==> src/rtl/io_responder.sv <==
// io_responder: memory-mapped IO block in the top eight words of the CPU
// address space. It holds an output latch, a synchronized input, a
// prescaled compare counter and a sticky status register, and raises a level
// interrupt from the status register.
module io_responder #(
  parameter int ADDR_WIDTH = 6,
  parameter int DATA_WIDTH = 16
) (
  input  logic                  clk,
  input  logic                  rst_n,
  input  logic                  we,
  input  logic [ADDR_WIDTH-1:0] addr,
  input  logic [DATA_WIDTH-1:0] data,
  output logic [DATA_WIDTH-1:0] out,
  output logic                  sel,
  input  logic [DATA_WIDTH-1:0] in_port,
  output logic [DATA_WIDTH-1:0] out_port,
  output logic                  irq
);

  localparam logic [2:0] OFF_OUT     = 3'd0;
  localparam logic [2:0] OFF_IN      = 3'd1;
  localparam logic [2:0] OFF_CNT     = 3'd2;
  localparam logic [2:0] OFF_CMP     = 3'd3;
  localparam logic [2:0] OFF_CTRL    = 3'd4;
  localparam logic [2:0] OFF_STATUS  = 3'd5;
  localparam logic [2:0] OFF_PRESC   = 3'd6;
  localparam logic [2:0] OFF_SCRATCH = 3'd7;

  localparam logic [DATA_WIDTH-1:0] ONE = DATA_WIDTH'(1);

  logic                  hit;
  logic [2:0]            offset;
  logic                  wr_en;

  logic [DATA_WIDTH-1:0] out_q;
  logic [DATA_WIDTH-1:0] in_q;
  logic [DATA_WIDTH-1:0] cnt_q;
  logic [DATA_WIDTH-1:0] cmp_q;
  logic [2:0]            ctrl_q;
  logic [1:0]            status_q;
  logic [DATA_WIDTH-1:0] presc_q;
  logic [DATA_WIDTH-1:0] scratch_q;
  logic [DATA_WIDTH-1:0] pc_q;
  logic [DATA_WIDTH-1:0] sync_p0;
  logic [DATA_WIDTH-1:0] sync_p1;

  logic                  ctrl_en;
  logic                  ctrl_reload;
  logic                  ctrl_ie;
  logic                  tick;
  logic                  match_set;
  logic                  inchg_set;
  logic [DATA_WIDTH-1:0] rdata;

  assign hit    = &addr[ADDR_WIDTH-1:3];
  assign offset = addr[2:0];
  assign wr_en  = we & hit;

  assign ctrl_en     = ctrl_q[0];
  assign ctrl_reload = ctrl_q[1];
  assign ctrl_ie     = ctrl_q[2];

  // A tick compares against the pre-edge PRESC, so a PRESC write only
  // influences the following cycle and never clears pc.
  assign tick      = ctrl_en && (pc_q == presc_q);
  assign match_set = tick && (cnt_q == cmp_q);
  assign inchg_set = (sync_p1 != in_q);

  assign out_port = out_q;
  // Built only from flops, so the request line cannot glitch on bus activity.
  assign irq      = ctrl_ie & (status_q[0] | status_q[1]);

  // Two-flop synchronizer on in_port, then the architectural IN register.
  always_ff @(posedge clk or negedge rst_n) begin
    if (!rst_n) begin
      sync_p0 <= '0;
      sync_p1 <= '0;
      in_q    <= '0;
    end else begin
      sync_p0 <= in_port;
      sync_p1 <= sync_p0;
      in_q    <= sync_p1;
    end
  end

  // Prescaler: free-runs while enabled, restarts at zero on each tick.
  always_ff @(posedge clk or negedge rst_n) begin
    if (!rst_n) begin
      pc_q <= '0;
    end else if (!ctrl_en) begin
      pc_q <= '0;
    end else if (tick) begin
      pc_q <= '0;
    end else begin
      pc_q <= pc_q + ONE;
    end
  end

  // Counter: a CPU write overrides a same-edge tick; wrap to zero is silent.
  always_ff @(posedge clk or negedge rst_n) begin
    if (!rst_n) begin
      cnt_q <= '0;
    end else if (wr_en && offset == OFF_CNT) begin
      cnt_q <= data;
    end else if (tick) begin
      if (match_set && ctrl_reload) cnt_q <= '0;
      else                          cnt_q <= cnt_q + ONE;
    end
  end

  // Plain read/write configuration and data registers.
  always_ff @(posedge clk or negedge rst_n) begin
    if (!rst_n) begin
      out_q     <= '0;
      cmp_q     <= '0;
      ctrl_q    <= '0;
      presc_q   <= '0;
      scratch_q <= '0;
    end else if (wr_en) begin
      case (offset)
        OFF_OUT:     out_q     <= data;
        OFF_CMP:     cmp_q     <= data;
        OFF_CTRL:    ctrl_q    <= data[2:0];
        OFF_PRESC:   presc_q   <= data;
        OFF_SCRATCH: scratch_q <= data;
        default:     ;
      endcase
    end
  end

  // Sticky status bits: a set event on the same edge beats a W1C clear.
  always_ff @(posedge clk or negedge rst_n) begin
    if (!rst_n) begin
      status_q <= '0;
    end else begin
      status_q[0] <= match_set |
                     (status_q[0] & ~(wr_en && offset == OFF_STATUS && data[0]));
      status_q[1] <= inchg_set |
                     (status_q[1] & ~(wr_en && offset == OFF_STATUS && data[1]));
    end
  end

  // Read mux over the pre-edge register values.
  always_comb begin
    rdata = '0;
    case (offset)
      OFF_OUT:     rdata = out_q;
      OFF_IN:      rdata = in_q;
      OFF_CNT:     rdata = cnt_q;
      OFF_CMP:     rdata = cmp_q;
      OFF_CTRL:    rdata = {{(DATA_WIDTH-3){1'b0}}, ctrl_q};
      OFF_STATUS:  rdata = {{(DATA_WIDTH-2){1'b0}}, status_q};
      OFF_PRESC:   rdata = presc_q;
      OFF_SCRATCH: rdata = scratch_q;
      default:     rdata = '0;
    endcase
  end

  // Registered read port; sel tells the CPU-side mux to take IO data.
  always_ff @(posedge clk or negedge rst_n) begin
    if (!rst_n) begin
      out <= '0;
      sel <= 1'b0;
    end else begin
      out <= hit ? rdata : '0;
      sel <= hit;
    end
  end

endmodule
==> config.mk <==
export PLATFORM = sky130hd
export DESIGN_NAME = io_responder
export DESIGN_NICKNAME = d
export VERILOG_FILES = /design/src/rtl/io_responder.sv
export SDC_FILE = /design/constraint.sdc
export NUM_CORES = 1
export LEC_CHECK = 0
export CAP_MARGIN = 20
export CORE_ASPECT_RATIO = 1.4
export CORE_UTILIZATION = 57
export DETAILED_ROUTE_END_ITERATION = 6
export GPL_TIMING_DRIVEN = 0
export PLACE_DENSITY = 0.82
export REMOVE_ABC_BUFFERS = 1
export SLEW_MARGIN = 25
export SYNTH_ARGS = -nofsm -noshare
export SYNTH_HDL_FRONTEND = slang
export SYNTH_SLANG_ARGS = --single-unit
==> constraint.sdc <==
create_clock -name clk -period 3.1 [get_ports clk]
set_clock_uncertainty 0.15 [all_clocks]
set_input_delay 0.31 -clock clk [delete_from_list [all_inputs] [get_ports clk]]
set_output_delay 0.31 -clock clk [all_outputs]
set_load 0.02 [all_outputs]
==> reports/metrics.csv <==
metric,value,unit
filler cell count,875,
PD cells,657,nW/um2
CTS Root Cell,clkbuf_16,
switch share,0.293,
NetSw,0.00172,W
Comb pwr share,0.174,
Lkg Pwr,3.87,nW
Area Growth Syn to Fin,20.8,%
RSZ-0062 raised after global routing,false,
Mapped Area,7390,um2
register clock-pin slew on the reported worst setup and hold paths,70,ps
clock buffer count from CTS,17,
"Req. time, crit path",3290,ps
Min-Delay Path Class,primary input to flip-flop,
Crit. path cell count,6,
share of layout cells above drive strength 1,0.175,
Internal Power,0.00415,W
share of the synthesized area in the top cell type,0.562,
antenna violations before repair,0,
Nets,745,
number of port buffers,74,
Starting Density,0.592,
Post-Route WL,17.7,mm
multi-input logic area,3110,um2
Mean Syn Cell Area,11.6,um2
Total GRT Usage,0.278,
antenna-violating nets left,0,
R2R cell count,6,
first-pass GRT wire length,28.3,mm
CP Capture Type,flip-flop,
Inserted Diodes,0,
CTS tree,built,
"Design Area, Final",8930,um2
Worst Path Arrival,3190,ps
Post-Layout Cell Count,865,
highest fanout seen on the critical path,19,
postcts setup bufs,0,
vias per cell,6.17,
core area,12500,um2
Setup CP Type,flip-flop to flip-flop,
maximum vdd drop,0.569,mV
Max Slew Vio Count,0,
period utilization,0.967,
vias,5339,
placed cell area,8310,um2
Cells after DPL,832,
number of detailed-route iterations in the first pass,7,
CTS sink cnt,166,
startpoint types,flip-flop,
Max stage delay on crit path,900,ps
sequential area share after synthesis,0.562,
clock latency at the later pin of the worst-skew pair,420,ps
min cycle time layout,3000,ps
Async SR Flop Fraction,1.00,
worst slew pin tran,1030,ps
vias in the first global route,5397,
routed len/inst,20.5,um
Yosys cell types,38,
Ys Warns,0,
gr ovfl total,0,
critical path's slowest cell,or4_1,
Clock Power Share,0.362,
WHS Path Cells,1,
most frequent cells after synthesis,"dfrtp_1, mux2_2, nor2_1",
"EDFF count, synth",0,
r2r setup slk,100,ps
register bit count reported by yosys,166,
status,"complete, but fails checks",
# rows,48,
Top delay family on crit path,simple AND/OR/NAND/NOR gates,
H-tree level count,4,
GPL Wtd Cong,0.888,
final core occ,0.715,
post-route DRC violation count,3,
setup TNS,0,ps
io pins,75,
Sequential Power Share,0.463,
crit-path cells,xor2_1 > nor4_1 > nand2_1 > or4_1 > or4b_1 > a31oi_1,
Max Cap Violations,0,
Die Footprint,13400,um2
Fmax,333,MHz
FF+latch area,4150,um2
maximum clock path buffer count,2,
DP HPWL,12.1,mm
Syn Inst Count,638,
Worst slew margin,0.313,
pin count of the biggest net entering global routing,99,
DIE HEIGHT,137,um
Min Hold Slack,175,ps
cell with the most instances after synthesis,dfrtp_1,
largest area contributor in the netlist,dfrtp_1,
final hold vios,0,
top post-synthesis cells by area,"dfrtp_1, mux2_2, xnor2_1",
drt first-iter violations,400,
Buf/Inv on CP,0,
setup violators final,0,
Post-synth top flop,dfrtp_1,
failing checks,design-rule violations,
DIE WIDTH,98.2,um
[layout make-up]
| cell class | instances | area share |
|---|---|---|
| Multi-Input combinational cell | 429 | 0.348 |
| Sequential cell | 166 | 0.465 |
| Inverter | 5 | 0.00210 |
| Tap cell | 150 | 0.0210 |
| Clock inverter | 14 | 0.0181 |
| Clock buffer | 18 | 0.0492 |
| Timing Repair Buffer | 83 | 0.0967 |
[logic make-up after synthesis]
group	synth area share
adder cells (fa/ha/maj)	0.00339
AO/OA/AOI/OAI	0.0787
buffers and inverters	0.0222
flip-flops	0.562
XOR/XNOR	0.0735
AND/OR/NAND/NOR	0.112
multiplexers	0.148
[worst paths after layout]
kind,to,start
setup / recovery,cnt_q[13]$_DFFE_PN0P_,presc_q[14]$_DFFE_PN0P_
setup reg to reg,cnt_q[13]$_DFFE_PN0P_,presc_q[14]$_DFFE_PN0P_
hold / removal,sync_p0[11]$_DFF_PN0_,in_port[11]
max in group asynchronous,cnt_q[13]$_DFFE_PN0P_,rst_n
hold reg to reg,sync_p1[12]$_DFF_PN0_,sync_p0[12]$_DFF_PN0_
min in group asynchronous,sel$_DFF_PN0_,rst_n
[repair_timing]
action                                  4_1_cts  5_1_grt
endpoints found under the setup margin        0       15
hold buffers                                  1        0
resized for setup                             0        1
endpoints found under the hold margin        68        0
[worst register-to-register path: stages (launching register included)]
cell	delay (ps)
dfrtp_1	440
xor2_1	240
nor4_1	290
nand2_1	130
or4_1	900
or4b_1	610
a31oi_1	160
[sequential cells by signal (all words and copies together) (netlist names)]
| name | cells |
|---|---|
| ctrl_q | 3 |
| out_port | 16 |
| scratch_q | 16 |
| cmp_q | 16 |
| presc_q | 16 |
| in_q | 16 |
| out | 16 |
| sync_p1 | 16 |
| sel | 1 |
| pc_q | 16 |
| sync_p0 | 16 |
| status_q | 2 |
| cnt_q | 16 |
[cells in the final DEF (no fill, tap or decap), types with 3 or more instances in the layout]
master             n
nor4_1             6
nand4_1           12
and3_1             6
clkdlybuf4s50_1   70
a21boi_0           6
a31oi_1           16
nand3_1           19
buf_2              5
nand2_1           35
mux2_2            73
clkbuf_16         17
a21oi_1           19
nor3_1             4
xor2_1            16
a211oi_1          17
o21ai_0           23
mux2i_1           23
dfrtp_1          166
xnor2_1           46
inv_6              5
nand4b_1           6
buf_16             3
inv_1              5
a222oi_1           5
nor2_1            71
[stage by stage]
step | total power (W) | worst slack (ps)
after floorplan | 0.00331 | 98.6
after global placement | 0.00370 | -4900
after detailed placement | 0.00376 | -357
after CTS | 0.00587 | 28.7
after global routing | 0.00612 | 47.7
final | 0.00587 | 101
[power groups by stage]
stage	Sequential, W	Clock [W]	Combinational (W)
2_1_floorplan	0.00269	0	0.000615
3_3_place_gp	0.00273	0	0.000972
3_5_place_dp	0.00275	0	0.00101
4_1_cts	0.00271	0.00214	0.00102
5_1_grt	0.00275	0.00224	0.00112
6_report	0.00272	0.00213	0.00102
[per-layer routing]
metal | track usage | share of wire | vias up
met5 | 0 | 0 | -
met4 | 0.138 | 0.040 | 0
met3 | 0.0511 | 0.052 | 38
met2 | 0.475 | 0.51 | 203
met1 | 0.342 | 0.40 | 2700
li1 | - | - | 2398
Power figures use the tool's default switching activity.
